==> src/rtl/sbox_arbiter.sv <==
// rtl/sbox_arbiter.sv - two-requester S-Box ROM arbiter with a LAT-deep response tag pipeline
// Optional grant counters are enabled with SBOX_ARB_STATS_EN.
module sbox_arbiter #(
    parameter int LAT = 1
) (
    input  logic         clk,
    input  logic         reset,
    input  logic         dp_req_valid,
    input  logic [127:0] dp_req_data,
    output logic         dp_req_ready,
    output logic         dp_rsp_valid,
    output logic [127:0] dp_rsp_data,
    input  logic         ks_req_valid,
    input  logic [31:0]  ks_req_word,
    output logic         ks_req_ready,
    output logic         ks_rsp_valid,
    output logic [31:0]  ks_rsp_word,
    output logic [127:0] sbox_addr,
    input  logic [127:0] sbox_value
`ifdef SBOX_ARB_STATS_EN
    ,
    output logic [15:0]  dp_grant_cnt,
    output logic [15:0]  ks_grant_cnt
`endif
);

    logic           last_ks_q, last_ks_d;
    logic [LAT-1:0] tag_vld_q, tag_vld_d;
    logic [LAT-1:0] tag_ks_q, tag_ks_d;
    logic           dp_gnt, ks_gnt;

    // last_ks_q low means DP was served last, so a tie goes to KS.
    always_comb begin
        dp_req_ready = !reset && dp_req_valid && (!ks_req_valid || last_ks_q);
        ks_req_ready = !reset && ks_req_valid && (!dp_req_valid || !last_ks_q);
        dp_gnt       = dp_req_valid && dp_req_ready;
        ks_gnt       = ks_req_valid && ks_req_ready;

        last_ks_d = last_ks_q;
        if (dp_gnt) begin
            last_ks_d = 1'b0;
        end else if (ks_gnt) begin
            last_ks_d = 1'b1;
        end

        sbox_addr = '0;
        if (dp_gnt) begin
            sbox_addr = dp_req_data;
        end else if (ks_gnt) begin
            sbox_addr = {96'b0, ks_req_word};
        end

        tag_vld_d    = '0;
        tag_ks_d     = '0;
        tag_vld_d[0] = dp_gnt || ks_gnt;
        tag_ks_d[0]  = ks_gnt;
        for (int i = 1; i < LAT; i++) begin
            tag_vld_d[i] = tag_vld_q[i-1];
            tag_ks_d[i]  = tag_ks_q[i-1];
        end
    end

    // Gating with reset drops a lookup whose tag is still in flight when reset hits.
    always_comb begin
        dp_rsp_valid = !reset && tag_vld_q[LAT-1] && !tag_ks_q[LAT-1];
        ks_rsp_valid = !reset && tag_vld_q[LAT-1] && tag_ks_q[LAT-1];
        dp_rsp_data  = dp_rsp_valid ? sbox_value : 128'b0;
        ks_rsp_word  = ks_rsp_valid ? sbox_value[31:0] : 32'b0;
    end

    always_ff @(posedge clk) begin
        if (reset) begin
            last_ks_q <= 1'b0;
            tag_vld_q <= '0;
            tag_ks_q  <= '0;
        end else begin
            last_ks_q <= last_ks_d;
            tag_vld_q <= tag_vld_d;
            tag_ks_q  <= tag_ks_d;
        end
    end

`ifdef SBOX_ARB_STATS_EN
    logic [15:0] dp_cnt_q, dp_cnt_d;
    logic [15:0] ks_cnt_q, ks_cnt_d;

    always_comb begin
        dp_cnt_d = dp_cnt_q;
        ks_cnt_d = ks_cnt_q;
        if (dp_gnt && dp_cnt_q != 16'hFFFF) begin
            dp_cnt_d = dp_cnt_q + 16'd1;
        end
        if (ks_gnt && ks_cnt_q != 16'hFFFF) begin
            ks_cnt_d = ks_cnt_q + 16'd1;
        end
    end

    always_ff @(posedge clk) begin
        if (reset) begin
            dp_cnt_q <= '0;
            ks_cnt_q <= '0;
        end else begin
            dp_cnt_q <= dp_cnt_d;
            ks_cnt_q <= ks_cnt_d;
        end
    end

    assign dp_grant_cnt = dp_cnt_q;
    assign ks_grant_cnt = ks_cnt_q;
`endif

endmodule
==> config.mk <==
export PLATFORM = sky130hd
export DESIGN_NAME = sbox_arbiter
export DESIGN_NICKNAME = d
export VERILOG_FILES = /design/src/rtl/sbox_arbiter.sv
export SDC_FILE = /design/constraint.sdc
export NUM_CORES = 1
export LEC_CHECK = 0
export ABC_AREA = 1
export CAP_MARGIN = 20
export CORE_AREA = 2 2 229 231
export DETAILED_ROUTE_END_ITERATION = 16
export DIE_AREA = 0 0 231 233
export PLACE_DENSITY = 0.42
export SKIP_CTS_REPAIR_TIMING = 1
export SLEW_MARGIN = 10
export SYNTH_ARGS = -nofsm -noshare
export SYNTH_HDL_FRONTEND = slang
export SYNTH_SLANG_ARGS = --single-unit
==> constraint.sdc <==
create_clock -name clk -period 1 [get_ports clk]
set_input_delay 0.1 -clock clk [delete_from_list [all_inputs] [get_ports clk]]
set_output_delay 0.1 -clock clk [all_outputs]
set_load 0.01 [all_outputs]
==> impl_results.md <==
* Yosys Warn Count at 0
* Clk buf depth at 2
* I/O pin count at 584
* Cell area after synthesis at 2650 sq um
* DRC viols at 0
* Yosys reg bits at 3
* Status: complete, but fails checks
* Total track usage at 0.07254
* Net Count, Synth at 932
* Total Wirelength at 23.59 mm
* Worst reg2reg path depth at 5
* Reg area at 63.81 sq um
* Overflow after GRT at 0
* Drt wl/cell at 12.20 um
* Via count at 5869
* Clk network pwr share at 0.152
* H-tree depth at 1
* First-pass GRT wire length at 30.67 mm
* Power per Cell Area at 421.3 nW/um^2
* Failing checks: negative setup slack
* Number of synthesized flops with an enable pin at 0
* Depth of the worst hold-timing path at 4
* Critical path capture point type: output port
* Sequential share of the synthesized area at 0.02266
* Top cell type by total area after synthesis: nor2_1
* Share of cells above drive strength 1 at 0.2211
* Pre-CTS setup slack at -1.178 ns
* Reg2reg start: last_ks_q
* IO buf count at 583
* CTS tree: yes
* Worst Path Required at 0.90 ns
* Clk pin slew, worst setup/hold paths at 0.03 ns
* Worst Hold Path EP: last_ks_q
* Critical Path Start Type: flip-flop
* Largest fanout on the critical path at 7
* Post-Syn Area per Cell at 4.141 sq um
* Worst-path cell chain: nand3b_1 > buf_6 > clkbuf_16 > nor2_1 > clkdlybuf4s50_1
* Worst path arrival time at 1.88 ns
* Commonest cells after routing, fill and taps aside: 379 x clkdlybuf4s50_1, 226 x inv_1, 192 x nor2_1, 94 x clkbuf_2, 74 x dlymetal6s2s_1
* Num CTS Buffers at 3
* Slowest-stage cell, CP: clkdlybuf4s50_1
* Full die area at 53820 sq um
* Initial antenna violation count at 1
* Total clock sinks at 3
* Tot Pwr at 4.208 mW
* Die Span X at 231 um
* Worst hold path class: in2reg
* Crit share post-route at 1.975
* Sw Share at 0.3609
* Fin worst setup slack at -0.9754 ns
* Row cnt at 83
* Switching power at 1.519 mW
* Post-synth top area share at 0.3626
* Die height at 233 um
* Max frequency at 506.2 MHz
* Pint at 2.690 mW
* Portion of total power attributed to sequential cells at 0.033
* Crit path kind: reg2out
* RSZ-0062 raised after global routing: true
* Core area at 51090 sq um
* Most common cell after layout, fill and taps aside: clkdlybuf4s50_1
* FFs w/ async S/R, synth at 0
* Area Overhead vs Synth at 277.0%
* Worst Tran Pin Value at 0.2533 ns
* Ant. Diodes at 0
* MaxCap Viol Count at 0
* Area occupied by multi-input gates at 1866 sq um
* Post-layout nets at 1546
* # fillers at 5856
* TritonRoute pass-1 iters at 4
* Post-route ant nets at 0
* WP buf/inv at 3
* Root buf cell: clkbuf_16
* Initial Utilization at 0.05187
* Hold WS at 0.2302 ns
* Min cycle time layout at 1.975 ns
* Flop-to-flop setup slack at 0.03 ns
* Endpoints failing setup at 292
* HP Start: dp_req_valid
* Clock Skew at 0.0009835 ns
* Cells after Synth at 640
* Worst-Skew Late Latency at 0.23 ns
* Fin Setup TNS at -176.40 ns
* Worst R2R End: last_ks_q
* Vias in the first global route at 5675
* Vias/cell at 3.036
* Largest net degree at the start of global routing at 29
* Yosys cell types at 17
* Logic pwr share at 0.815
* Lkg Pwr at 6.177 nW
* Slew Limit Headroom at 0.8306
* Final hold viol count at 0
* Top post-synthesis cells by area: nor2_1 36%, inv_1 32%, nand4_1 7.6%
* Synth Flop Type: dfxtp_1
* Worst vdd ir at 0.3975 mV
* Max-slew violations at 0
* Top delay family on crit path: buffers and inverters
* HPWL Detailed at 19.96 mm
* CP max stage delay at 0.58 ns
* Iter 0 DRT Violations at 106
* GPL Wtd Cong at 0.8396
kinds of logic after synthesis:
group / count (synthesis) / synth area share
simple gates: 360 / 0.5619
buf+inv: 273 / 0.4079
compound gates: 4 / 0.007551
flops: 3 / 0.02266
layout make-up:
type,instances,share of cell area
well taps,680,0.08517
flip-flops and latches,3,0.006388
multi-input cells,364,0.1867
inverters,230,0.08642
repair buffers,652,0.6274
clock buffers,4,0.007891
synthesized netlist by cell type (2+ instances only):
library cell / count
a21oi_1: 3
buf_2: 24
buf_1: 7
dfxtp_1: 3
inv_2: 2
nand2_1: 35
buf_6: 3
nand4_1: 32
inv_1: 228
nand3_1: 33
nor2_1: 256
nand2_2: 2
clkbuf_1: 8
tightest hold or removal path: cells and delay by family:
kind | cells | cell delay, ns
AO/OA/AOI/OAI | 1 | 0.06
buffers and inverters | 2 | 0.20
AND/OR/NAND/NOR | 1 | 0.06
flip-flops by register name (all words and copies together), names as in the netlist:
signal / count
tag_ks_q: 1
last_ks_q: 1
tag_vld_q: 1
worst max path at each step:
stage / from / endpoint / depth (start not counted)
final: tag_ks_q / dp_rsp_data[0] / 5
after global routing: tag_ks_q / dp_rsp_data[0] / 5
after CTS: reset / dp_rsp_data[104] / 8
after detailed placement: reset / dp_rsp_data[104] / 8
after global placement: reset / dp_rsp_data[104] / 8
after floorplan: last_ks_q / sbox_addr[100] / 6
layer usage:
metal  vias up  routed length (um)  GRT usage
met5         -                  13          0
met4         2                 580    0.02198
met1      2516                7876    0.06752
met2       338               12770     0.1496
li1       2982                   -          -
met3        31                2351    0.02071
through the flow:
stage,utilization,std cells,cell area [sq um]
after floorplan,-,640,2975
final,0.1955,1933,9990
after global routing,0.1955,1933,9990
after global placement,0.1946,1912,9941
after CTS,0.1961,1916,10020
after detailed placement,0.1946,1912,9941
power by group through the flow:
| stage | Combinational, mW | Sequential (mW) | Clock [mW] |
|---|---|---|---|
| 4_1_cts | 3.50 | 0.136 | 0.651 |
| 2_1_floorplan | 1.07 | 0.137 | 0 |
| 6_report | 3.43 | 0.139 | 0.640 |
| 5_1_grt | 3.69 | 0.140 | 0.655 |
| 3_5_place_dp | 3.48 | 0.138 | 0 |
| 3_3_place_gp | 3.50 | 0.137 | 0 |
Power figures use the tool's default switching activity.
==> RTL change 1, RTL diff (same flow settings) <==
`LAT`: 1 -> 2.
--- a/src/rtl/sbox_arbiter.sv
+++ b/src/rtl/sbox_arbiter.sv
@@ -3,3 +3,3 @@
 module sbox_arbiter #(
-    parameter int LAT = 1
+    parameter int LAT = 2
 ) (
Behaviour: not the same (a bounded check fails within 4 cycles, from zero or initial values and one cycle with reset high).
==> RTL change 1 against the original RTL <==
The flow still finishes with violations (setup timing); cell count rose by 4.3%; total power rose by 12%; synthesized cell count rose by 0.94%; area after synthesis rose by 2.1%; wire length rose by 25%; core utilization rose by 2.5 points; design area rose by 13%; first-iteration DRC count fell by 4.7%; setup slack improved by 0.11 ns; sequential cell count rose by 2; critical path type unchanged; largest power group unchanged; highest routed layer is now met4.
==> RTL change 1: results (changes against the original RTL) <==
crit path DAT 1.77 ns (-0.11 ns); switch share 0.369 (+0.00771); R2R Setup Slk -0.08 ns (-0.11 ns); LEAKAGE 6.34 nW (+2.7%); Worst Hold End tag_vld_q[1]; hold slack 0.360 ns (+0.130 ns); largest net degree at the start of global routing 34 (+17%); uppermost routed layer met4; Synth area leaders nor2_1 36%, inv_1 32%, nand4_1 7.4%; Fillers 5768 (-1.5%); pre-CTS setup slack -1.17 ns (+0.00715 ns); Worst Slack Setup Final -0.868 ns (+0.108 ns); Routed met3 length 2250 um (-4.4%); Routed met2 length 15000 um (+18%); Placed Instances 1910 (-0.10%); top flop regs tag_ks_q: 2 flops, tag_vld_q: 2 flops, last_ks_q: 1 flops; Worst IR Drop VDD 452 uV (+14%); Mapped Nets 938 (+0.64%); antenna violations before repair 0 (-1); RR Endpoint tag_ks_q[0]; DR vias/cell 3.19 (+4.9%); crit-path max FO 10 (+3); vias in the first global route 5728 (+0.93%); compound-cell area share of the yosys netlist 0.00370 (-0.00386); Worst Setup SP tag_ks_q[1]; post-synthesis sequential area ratio 0.0370 (+0.0143); DR iter-0 viols 101 (-4.7%); failing checks setup timing; final net count 1629 (+5.4%); status finished with violations; met3 usage in global routing 0.0218 (+0.00110); DP Area 0.00990 mm^2 (-0.39%); final setup vio count 294 (+0.68%); met2 Use GR 0.157 (+0.00713); top cells by count, synth 258 x nor2_1, 232 x inv_1, 35 x nand2_1; total track usage 0.0843 (+0.0118); layout cells sized above 1 0.436 (+0.215); Slew HR 0.804 (-0.0261); final setup TNS -160.24 ns (+16.16 ns); met1 track demand over resource 0.0952 (+0.0277); clk_skew 0.00105 ns (+0.0000654 ns)
==> RTL change 1: power by group through the flow <==
stage	sequential (mW)	clock [mW]	combinational, mW
floorplan	0.220	0	0.920
detailed placement	0.222	0	3.12
global route	0.220	0.694	4.08
CTS	0.219	0.672	3.14
finish	0.219	0.668	3.83
global placement	0.222	0	3.13
==> RTL change 1: logic make-up after synthesis <==
family | count (synthesis)
AND/OR/NAND/NOR | 363
buffers and inverters | 276
AO/OA/AOI/OAI | 2
flip-flops | 5
==> RTL change 1: cell type report <==
type | instances | share of cell area
multi-input cells | 367 | 0.220
clock buffers | 4 | 0.00699
flip-flops and latches | 5 | 0.00921
inverters | 233 | 0.0778
repair buffers | 727 | 0.610
well taps | 680 | 0.0755
==> RTL change 1: critical path, cell delays in order (launching register included) <==
cell and delay (ns):
dfxtp_1 0.29, nand3b_1 0.18, buf_6 0.15, buf_12 0.15
buf_6 0.12, buf_12 0.11, buf_16 0.13, buf_8 0.14
nor2_2 0.09, buf_2 0.14
==> RTL change 2, RTL diff (same settings) <==
Without the edit above. Add a define of `SBOX_ARB_STATS_EN`.
--- a/src/rtl/sbox_arbiter.sv
+++ b/src/rtl/sbox_arbiter.sv
@@ -2,2 +2,4 @@
 // Optional grant counters are enabled with SBOX_ARB_STATS_EN.
+`define SBOX_ARB_STATS_EN
+
 module sbox_arbiter #(
Formal check against the unedited RTL (old outputs only; new: dp_grant_cnt and ks_grant_cnt): equivalent (Yosys induction, for registers that start in step).
==> RTL change 2 against the original RTL <==
Critical endpoint is now dp_rsp_data[19]; worst hold slack lost 0.091 ns; design area up 51%; largest power group unchanged; area after synthesis increased by 61%; the flow still finishes with violations (setup timing); die area unchanged; synthesized cell count rose by 35%; sequential cell count up 32; fmax grew 4.7%; setup slack improved by 0.088 ns; total power increased by 78%; wire length is 64% higher.
==> RTL change 2: results (changes against the original RTL) <==
CTS clock-pin slew for the worst setup and hold paths 0.06 ns (+0.03 ns); Placed Instances 2230 (+17%); final setup vio count 356 (+22%); failing checks setup timing; LEAKAGE 8.97 nW (+45%); DP Area 0.0138 mm^2 (+39%); Fillers 5546 (-5.3%); Net Sw Power 2.64 mW (+74%); DR iter-0 viols 199 (+88%); pre-CTS setup slack -1.28 ns (-0.0971 ns); combinational power 4.52 mW (+32%); Mapped Nets 1161 (+25%); register area 747 um^2 (+1100%); total track usage 0.125 (+0.0523); top cells by count, synth 332 x nor2_1, 250 x inv_1, 84 x nand2_1; largest net degree at the start of global routing 37 (+28%); R2R Setup Slk -0.67 ns (-0.70 ns); slowest stage cell, crit path dfxtp_2; met2 Use GR 0.248 (+0.0989); met1 track demand over resource 0.135 (+0.0679); total CTS buffers 5 (+2); Num Clock Sinks 35 (+32); DR WL/cell 16.8 um (+37%); routed length on met1 14500 um (+84%); clock buffers 7 (+3); number of H-tree levels 2 (+1); antenna violations before repair 13 (+12); met3 usage in global routing 0.0196 (-0.00110); status finished with violations; Worst Slack Setup Final -0.887 ns (+0.0881 ns)
==> RTL change 2: cell types whose count changed after synthesis, moves of 4 or more <==
cell	change
buf_1	-6
a22o_1	+32
a21oi_1	+20
inv_1	+22
nor2_1	+76
buf_4	+4
buf_2	+4
nand4_1	-30
dfxtp_1	+32
nor2_2	+8
nand2_1	+49
==> RTL change 2: kinds of logic after synthesis <==
logic type | Yosys count | share of synthesized area
XOR/XNOR | 2 | 0.00411
AO/OA/AOI/OAI | 60 | 0.0996
adder cells (fa/ha/maj) | 2 | 0.00587
AND/OR/NAND/NOR | 473 | 0.449
flip-flops | 35 | 0.164
buffers and inverters | 295 | 0.277
==> RTL change 2: worst paths after layout <==
path | startpoint | depth (start not counted) | end
worst max register to register | last_ks_q | 11 | ks_grant_cnt[15]
worst min register to register | last_ks_q | 2 | last_ks_q
worst max-delay path | tag_vld_q | 9 | dp_rsp_data[19]
worst min-delay path | dp_req_valid | 3 | tag_vld_q
